--- src/rtl/cpu_pkg.sv ---
// Shared CPU definitions for the HI/LO multiply/divide unit.
// Op encodings, FSM states and datapath widths.
package cpu_pkg;

    localparam int XLEN = 32;
    localparam int DLEN = 64;

    typedef enum logic [1:0] {
        OP_MULT  = 2'b00,
        OP_MULTU = 2'b01,
        OP_DIV   = 2'b10,
        OP_DIVU  = 2'b11
    } op_e;

    typedef enum logic [1:0] {
        S_IDLE = 2'b00,
        S_MUL  = 2'b01,
        S_DIV  = 2'b10,
        S_FIX  = 2'b11
    } state_e;

    // Two's-complement magnitude when the operand is treated as signed.
    function automatic logic [XLEN-1:0] mag(input logic [XLEN-1:0] v,
                                            input logic sgn);
        return (sgn && v[XLEN-1]) ? -v : v;
    endfunction

endpackage

--- src/rtl/muldiv_div_core.sv ---
// Restoring divider datapath: one quotient bit per step strobe.
// Operates on unsigned magnitudes; sign fix-up is done by the caller.
module muldiv_div_core
    import cpu_pkg::*;
(
    input  logic            clk,
    input  logic            rst,
    input  logic            i_load,
    input  logic            i_step,
    input  logic [XLEN-1:0] i_dividend,
    input  logic [XLEN-1:0] i_divisor,
    output logic [XLEN-1:0] o_quo,
    output logic [XLEN-1:0] o_rem
);

    logic [XLEN-1:0] r_rem;
    logic [XLEN-1:0] r_quo;
    logic [XLEN-1:0] r_div;
    logic [XLEN:0]   w_trial;
    logic [XLEN-1:0] w_sub;
    logic            w_ge;

    // Shift next dividend bit into the partial remainder and trial-subtract.
    always_comb begin
        w_trial = {r_rem, r_quo[XLEN-1]};
        w_ge    = (w_trial >= {1'b0, r_div});
        w_sub   = w_trial[XLEN-1:0] - r_div;
    end

    // Load operands, then restore-or-keep one bit per step.
    always_ff @(posedge clk or posedge rst) begin
        if (rst) begin
            r_rem <= '0;
            r_quo <= '0;
            r_div <= '0;
        end else if (i_load) begin
            r_rem <= '0;
            r_quo <= i_dividend;
            r_div <= i_divisor;
        end else if (i_step) begin
            r_rem <= w_ge ? w_sub : w_trial[XLEN-1:0];
            r_quo <= {r_quo[XLEN-2:0], w_ge};
        end
    end

    assign o_quo = r_quo;
    assign o_rem = r_rem;

endmodule

--- src/rtl/hilo_muldiv_ctrl.sv ---
// HI/LO owner: sequences MULT/MULTU/DIV/DIVU, arbitrates MTHI/MTLO
// writes against pending results, and stalls dependent EX instructions.
module hilo_muldiv_ctrl
    import cpu_pkg::*;
#(
    parameter int MUL_CYCLES = 4,
    parameter int DIV_CYCLES = 32
) (
    input  logic            clk,
    input  logic            rst,
    input  logic            start_in,
    input  logic [1:0]      op,
    input  logic [XLEN-1:0] opa,
    input  logic [XLEN-1:0] opb,
    input  logic            mthi_we,
    input  logic            mtlo_we,
    input  logic [XLEN-1:0] mt_data,
    input  logic            mf_req,
    output logic [XLEN-1:0] hi,
    output logic [XLEN-1:0] lo,
    output logic            busy,
    output logic            stall,
    output logic            done,
    output logic            div_by_zero
);

    localparam int CW = 8;

    state_e          r_state;
    logic [CW-1:0]   r_cnt;
    logic [1:0]      r_op;
    logic [XLEN-1:0] r_opa;
    logic [XLEN-1:0] r_opb;
    logic [XLEN-1:0] r_hi;
    logic [XLEN-1:0] r_lo;
    logic            r_mhi;
    logic            r_mlo;
    logic            r_done;
    logic            r_dbz;

    logic            w_busy;
    logic            w_load;
    logic            w_sdiv_in;
    logic [XLEN-1:0] w_dvd;
    logic [XLEN-1:0] w_dvs;
    logic [XLEN-1:0] w_quo;
    logic [XLEN-1:0] w_rem;
    logic [DLEN-1:0] w_xa;
    logic [DLEN-1:0] w_xb;
    logic [DLEN-1:0] w_prod;
    logic [XLEN-1:0] w_qfix;
    logic [XLEN-1:0] w_rfix;
    logic            w_wr_hi;
    logic            w_wr_lo;

    // Issue decode, magnitudes for the divider, product and sign fix-up.
    always_comb begin
        w_busy    = (r_state != S_IDLE);
        w_sdiv_in = (op == OP_DIV);
        w_load    = (r_state == S_IDLE) && start_in
                    && op[1] && (opb != '0);
        w_dvd     = mag(opa, w_sdiv_in);
        w_dvs     = mag(opb, w_sdiv_in);
        w_xa      = {{XLEN{(r_op == OP_MULT) & r_opa[XLEN-1]}}, r_opa};
        w_xb      = {{XLEN{(r_op == OP_MULT) & r_opb[XLEN-1]}}, r_opb};
        w_prod    = w_xa * w_xb;
        w_qfix    = ((r_op == OP_DIV) && (r_opa[XLEN-1] ^ r_opb[XLEN-1]))
                    ? -w_quo : w_quo;
        w_rfix    = ((r_op == OP_DIV) && r_opa[XLEN-1]) ? -w_rem : w_rem;
        w_wr_hi   = !r_mhi && !mthi_we;
        w_wr_lo   = !r_mlo && !mtlo_we;
    end

    muldiv_div_core u_div (
        .clk        (clk),
        .rst        (rst),
        .i_load     (w_load),
        .i_step     (r_state == S_DIV),
        .i_dividend (w_dvd),
        .i_divisor  (w_dvs),
        .o_quo      (w_quo),
        .o_rem      (w_rem)
    );

    // Sequencer FSM with HI/LO ownership and MT write masking.
    always_ff @(posedge clk or posedge rst) begin
        if (rst) begin
            r_state <= S_IDLE;
            r_cnt   <= '0;
            r_op    <= '0;
            r_opa   <= '0;
            r_opb   <= '0;
            r_hi    <= '0;
            r_lo    <= '0;
            r_mhi   <= 1'b0;
            r_mlo   <= 1'b0;
            r_done  <= 1'b0;
            r_dbz   <= 1'b0;
        end else begin
            r_done <= 1'b0;
            r_dbz  <= 1'b0;
            if (mthi_we) r_hi <= mt_data;
            if (mtlo_we) r_lo <= mt_data;
            if (w_busy && mthi_we) r_mhi <= 1'b1;
            if (w_busy && mtlo_we) r_mlo <= 1'b1;
            unique case (r_state)
                S_IDLE: begin
                    if (start_in) begin
                        r_op  <= op;
                        r_opa <= opa;
                        r_opb <= opb;
                        r_mhi <= 1'b0;
                        r_mlo <= 1'b0;
                        if (!op[1]) begin
                            r_state <= S_MUL;
                            r_cnt   <= CW'(MUL_CYCLES - 1);
                        end else if (opb != '0) begin
                            r_state <= S_DIV;
                            r_cnt   <= CW'(DIV_CYCLES - 1);
                        end else begin
                            if (!mthi_we) r_hi <= opa;
                            if (!mtlo_we) r_lo <= '1;
                            r_done <= 1'b1;
                            r_dbz  <= 1'b1;
                        end
                    end
                end
                S_MUL: begin
                    if (r_cnt == '0) begin
                        if (w_wr_hi) r_hi <= w_prod[DLEN-1:XLEN];
                        if (w_wr_lo) r_lo <= w_prod[XLEN-1:0];
                        r_done  <= 1'b1;
                        r_state <= S_IDLE;
                    end else begin
                        r_cnt <= r_cnt - 1'b1;
                    end
                end
                S_DIV: begin
                    if (r_cnt == '0) r_state <= S_FIX;
                    else             r_cnt   <= r_cnt - 1'b1;
                end
                S_FIX: begin
                    if (w_wr_hi) r_hi <= w_rfix;
                    if (w_wr_lo) r_lo <= w_qfix;
                    r_done  <= 1'b1;
                    r_state <= S_IDLE;
                end
            endcase
        end
    end

    assign hi          = r_hi;
    assign lo          = r_lo;
    assign busy        = w_busy;
    assign stall       = w_busy && (mf_req || start_in);
    assign done        = r_done;
    assign div_by_zero = r_dbz;

endmodule

--- config.mk ---
export PLATFORM = sky130hd
export DESIGN_NAME = hilo_muldiv_ctrl
export DESIGN_NICKNAME = d
export VERILOG_FILES = /design/src/rtl/cpu_pkg.sv /design/src/rtl/muldiv_div_core.sv /design/src/rtl/hilo_muldiv_ctrl.sv
export SDC_FILE = /design/constraint.sdc
export NUM_CORES = 2
export LEC_CHECK = 0
export ABC_AREA = 0
export BUFFER_PORTS_ARGS = -buffer_cell sky130_fd_sc_hd__buf_2
export CAP_MARGIN = 40
export CORE_AREA = 2 2 307 309
export DETAILED_ROUTE_END_ITERATION = 8
export DIE_AREA = 0 0 309 311
export HOLD_SLACK_MARGIN = 0.05
export MAX_ROUTING_LAYER = met4
export PLACE_DENSITY = 0.8
export REMOVE_ABC_BUFFERS = 1
export SLEW_MARGIN = 20
export SYNTH_ARGS = -nofsm -noshare
export SYNTH_HDL_FRONTEND = slang
export SYNTH_SLANG_ARGS = --single-unit
export TNS_END_PERCENT = 100
--- constraint.sdc ---
create_clock -name clk -period 8.6 [get_ports clk]
set_input_delay 1.72 -clock clk [delete_from_list [all_inputs] [get_ports clk]]
set_output_delay 1.72 -clock clk [all_outputs]
set_load 0.005 [all_outputs]
After elaboration in Yosys (flattened, before gate mapping) --
Cells that the tools add are included.
Cells by class: multiplexer cells 50, $mul 1, add/subtract/negate cells 6, $lt $le $gt $ge 1, bitwise logic cells 3, equality and inequality tests 10, reductions and logical operators 28
Operators with widths (count):
- $mux 32 | 25
- $pmux 32 s3 | 2
- $neg 32->32 | 4
- $mul 33x33->64 | 1
- $ge 33x32->1 | 1
- $mux 8 | 4
- $reduce_bool 32->1 | 1
- $sub 32x32->32 | 1
- $pmux 8 s2 | 1
- $logic_and 1x1->1 | 12
- $mux 1 | 11
- $mux 2 | 5
- $eq 2x2->1 const B | 4
- $logic_not 8->1 | 1
- $ne 2x2->1 const B | 4
- $pmux 2 s4 | 1
- $reduce_and 4->1 | 2
- $sub 8x1->8 const B | 1
- $reduce_bool 2->1 | 3
- $logic_not 1->1 | 4
- $logic_not 2->1 | 2
- $ne 3x2->1 const B | 1
- $pmux 1 s3 | 1
- $and 1x1->1 | 2
- 5 further kinds | 5
Word-level totals: input port bits 104, word-level logic and storage cells 113, register bits 240

Logic depth before layout (Yosys ltp) --
depth in word-level cells 6, gate-level depth with buffers 31, mapped depth without buffers 29

Cells and area by module --
A second synthesis with hierarchy kept.
Unflattened totals: cells, all modules 6435, area, all modules 55879.8 µm²
Modules (own cells, without submodules):
- hilo_muldiv_ctrl | seq. area each 3603.5 µm², times used 1, cells an instance 5724, area each 49721.4 µm²
- muldiv_div_core | seq. area each 2402.3 µm², times used 1, cells an instance 711, area each 6158.4 µm²

Least setup slack after synthesis --
No wires, ideal clock.
kind reg2reg, start reg r_opa[31], end reg r_hi[28] (netlist: hi[28]), library setup time 0.131 ns, path slack 0.281 ns, required time 8.469 ns, arrival time 8.188 ns, clock period less this slack 8.319 ns, cell stages (with the launch flop) 32, path through dfrtp_1 -> clkbuf_1 -> and2_1 -> clkbuf_1 -> nand2_1 -> inv_1 -> fa_1 -> inv_1 -> fa_1 -> inv_1 -> fa_1 -> fa_1 -> inv_1 -> fa_1 -> inv_1 -> fa_1 -> inv_1 -> fa_1 -> fa_1 -> inv_1 -> ha_1 -> clkbuf_1 -> nand4_1 -> nor2_1 -> a311oi_1 -> o21ai_0 -> a21o_1 -> a311o_1 -> a31o_2 -> o21ai_0 -> mux2i_1 -> o21ai_0
Between the ends: longest elaborated chain between the ends 5
RTL lines:
- start, declared | line hilo_muldiv_ctrl.sv:32 | logic [XLEN-1:0] r_opa;
- start signal, assigned | line hilo_muldiv_ctrl.sv:110 | r_opa <= opa;
- $and 1x1->1 | line hilo_muldiv_ctrl.sv:64 | w_xa = {{XLEN{(r_op == OP_MULT) & r_opa[XLEN-1]}}, r_opa};
- $mul 33x33->64 | line hilo_muldiv_ctrl.sv:66 | w_prod = w_xa * w_xb;
- $mux 32 | line hilo_muldiv_ctrl.sv:130 | if (w_wr_hi) r_hi <= w_prod[DLEN-1:XLEN];
- $mux 32 | line hilo_muldiv_ctrl.sv:129 | if (r_cnt == '0) begin
- $pmux 32 s3 (*) | line hilo_muldiv_ctrl.sv:106 | unique case (r_state)
- end signal, assigned | line hilo_muldiv_ctrl.sv:102 | if (mthi_we) r_hi <= mt_data;
- end signal, assigned | line hilo_muldiv_ctrl.sv:130
- end signal, assigned | line hilo_muldiv_ctrl.sv:143 | if (w_wr_hi) r_hi <= w_rfix;
- end, declared | line hilo_muldiv_ctrl.sv:34 | logic [XLEN-1:0] r_hi;
Mark *: on every way between the ends. The rest lies on a longest branch, timed or not. A chain may end at the register's enable or synchronous reset.

Worst setup path after layout --
start reg r_opa[11], end reg r_hi[16] (netlist: hi[16])
Between the ends: longest elaborated chain between the ends 4
RTL lines (line):
- $mul 33x33->64 | hilo_muldiv_ctrl.sv:66
- $mux 32 | hilo_muldiv_ctrl.sv:130
- $mux 32 | hilo_muldiv_ctrl.sv:129
- $pmux 32 s3 | hilo_muldiv_ctrl.sv:106
Every way passes these cells.

==> flow_summary.json <==
{
  "status": "finished clean",
  "antenna_found_initial": 15,
  "worst_pin_slew_ns": 0.866,
  "syn_area_mm2": 0.0552,
  "crit_arrival_ns": 8.78,
  "slew_headroom": 0.423,
  "multi_input_area_mm2": 0.0430,
  "holdBufCountCts": 0,
  "layout_min_cycle_time_ns": 8.34,
  "setup_violations": 0,
  "cp-end-kind": "flop",
  "dp_hpwl_um": 136000,
  "cp-start-kind": "flop",
  "synth_seq_cells": 240,
  "grt_pass1_wl_um": 271000,
  "place.port_buffers": 171,
  "cpMaxStageDelayCell": "dfrtp_1",
  "async_reset_ff_frac": 1.00,
  "fin_tns_setup_ns": 0,
  "synth_commonest_cells": "inv_1 (1,282), fa_1 (1,126), nand2_1 (1,080), clkbuf_1 (360), o21ai_0 (288)",
  "die_w_um": 309,
  "grt_pass1_vias": 48600,
  "grt_max_degree": 114,
  "yosysTopAreaCellShare": 0.408,
  "rrSetupSlack_ns": 0.26,
  "ant_nets": 0,
  "cts_buffers": 29,
  "hold_viol": 0,
  "dp.cells": 7633,
  "clock_path_buffers": 3,
  "ios": 172,
  "drive_gt1_frac": 0.0917,
  "grt_usage": 0.376,
  "wirelength_um": 170000,
  "cp_max_fo": 13,
  "yosysSeqAreaShare": 0.109,
  "skew_ns": 0.0197,
  "fin_cells": 7710,
  "ff_latch_area_mm2": 0.00601,
  "wire_per_inst_um": 22.0,
  "num_vias": 45900,
  "synthToLayoutAreaGrowth_pct": 8.31,
  "clock_latency_ns": 0.60,
  "avgSynthCellArea_um2": 8.67,
  "place.gp.congestion": 1.01,
  "fillers": 7603,
  "drv_cap": 0,
  "period_share": 0.970,
  "core_mm2": 0.0928,
  "die_h_um": 311,
  "synth.area.top_cells": "fa_1 (41%), dfrtp_1 (11%), inv_1 (8.7%)",
  "synthCells": 6367,
  "design_area_mm2": 0.0598,
  "synth.distinct_cells": 90,
  "slew_violations": 0,
  "dr.pass1.iters": 9,
  "core.rowCount": 112,
  "synth_most_common_cell": "inv_1",
  "ctsRootBufferMaster": "clkbuf_16",
  "whs_ns": 0.482,
  "synth-main-ff-cell": "dfrtp_1",
  "nNetsFinal": 7907,
  "synth_edf_count": 0,
  "initial_core_util": 0.595,
  "cp.required_ns": 9.04,
  "routed_via_density": 5.95,
  "crit_path_max_incr_delay_ns": 0.78,
  "clkTransAtPathRegs_ns": 0.06,
  "post_dp_cell_area_mm2": 0.0585,
  "cts_tree": "built",
  "hold_path_class": "reg -> reg",
  "drc_errors": 0,
  "clkSinkCount": 240,
  "synth_top_cell_by_area": "fa_1",
  "drt_iter0_drc": 4218,
  "ys_warn_count": 0,
  "gr-total-overflow": 0,
  "cts.htree.levels": 1,
  "crit_top_cell": "fa_1",
  "path_class": "reg -> reg",
  "fmax_ghz": 0.120,
  "die-area_mm2": 0.0961
}
[sequential cells by signal, summed over array words and instances (netlist names)]
register	cells
u_div.o_rem	32
hi	32
lo	32
r_state	2
u_div.r_div	32
r_mhi	1
done	1
u_div.o_quo	32
div_by_zero	1
r_cnt	8
r_opa	32
r_opb	32
r_op	2
r_mlo	1
[layout make-up]
| cell class | instances | area share |
|---|---|---|
| Tap cell | 1254 | 0.0263 |
| Inverter | 1282 | 0.0808 |
| Sequential cell | 240 | 0.101 |
| Clock inverter | 14 | 0.00352 |
| Antenna cell | 11 | 0.000461 |
| Timing Repair Buffer | 407 | 0.0546 |
| Multi-Input combinational cell | 4463 | 0.720 |
| Clock buffer | 39 | 0.0139 |
[per-layer routing]
metal | global-route usage | up-vias | share of wire
li1 | - | 19600 | -
met1 | 0.482 | 23200 | 0.37
met2 | 0.588 | 2495 | 0.47
met3 | 0.0652 | 545 | 0.099
met4 | 0.170 | 0 | 0.058
met5 | - | - | 0
[metrics by stage]
step           setup slack (ns)  utilization
2_1_floorplan           -0.0413            -
4_1_cts                  0.0576        0.642
6_report                  0.255        0.644
3_3_place_gp              0.189        0.629
5_1_grt                 -0.0561        0.644
3_5_place_dp             0.0883        0.630
[final timing paths]
kind | start | end | depth (start not counted)
max | r_opa[11]$_DFFE_PP0P_ | hi[16]$_DFF_PP0_ | 28
min in group asynchronous | rst | u_div.r_div[15]$_DFFE_PP0P_ | 2
min reg2reg | u_div.r_div[18]$_DFFE_PP0P_ | u_div.r_div[18]$_DFFE_PP0P_ | 2
min | u_div.r_div[18]$_DFFE_PP0P_ | u_div.r_div[18]$_DFFE_PP0P_ | 2
max in group asynchronous | rst | r_opa[28]$_DFFE_PP0P_ | 5
max reg2reg | r_opa[11]$_DFFE_PP0P_ | hi[16]$_DFF_PP0_ | 28
[cells in the final DEF (no fill, tap or decap), types with 171 or more instances in the layout]
| cell type | instances |
|---|---|
| inv_1 | 1278 |
| fa_1 | 1123 |
| nand2_1 | 1078 |
| o21ai_0 | 284 |
| and2_1 | 263 |
| a21oi_1 | 261 |
| ha_1 | 249 |
| dfrtp_1 | 235 |
| nor2_1 | 194 |
| buf_4 | 186 |
| buf_2 | 171 |
[timing repair]
item / CTS / global route
endpoints found under the setup margin: 0 / 13
gates resized for setup: 0 / 29
hold endpoints to repair: 0 / 0
buffers inserted: 0 / 8
[cells by family (layout without fill, tap and decap cells)]
| logic type | after synthesis | in the layout | share of synthesized area |
|---|---|---|---|
| mux | 170 | 170 | 0.0323 |
| flops | 240 | 240 | 0.109 |
| xor+xnor | 210 | 210 | 0.0333 |
| simple gates | 1809 | 1809 | 0.147 |
| buf+inv | 1664 | 1742 | 0.114 |
| fa+ha+maj | 1380 | 1380 | 0.466 |
| other cells | 0 | 11 | 0 |
| compound gates | 894 | 894 | 0.0987 |
[critical path, delay by kind of cell (launching register included)]
family / cells / cell delay [ns]
compound gates: 8 / 1.45
xor+xnor: 1 / 0.30
fa+ha+maj: 9 / 4.21
buf+inv: 8 / 0.96
flops: 1 / 0.78
simple gates: 2 / 0.50
Power is left out: the tool's default activity adds up to more than one toggle a clock period on the data nets, which glitch-free logic cannot reach.
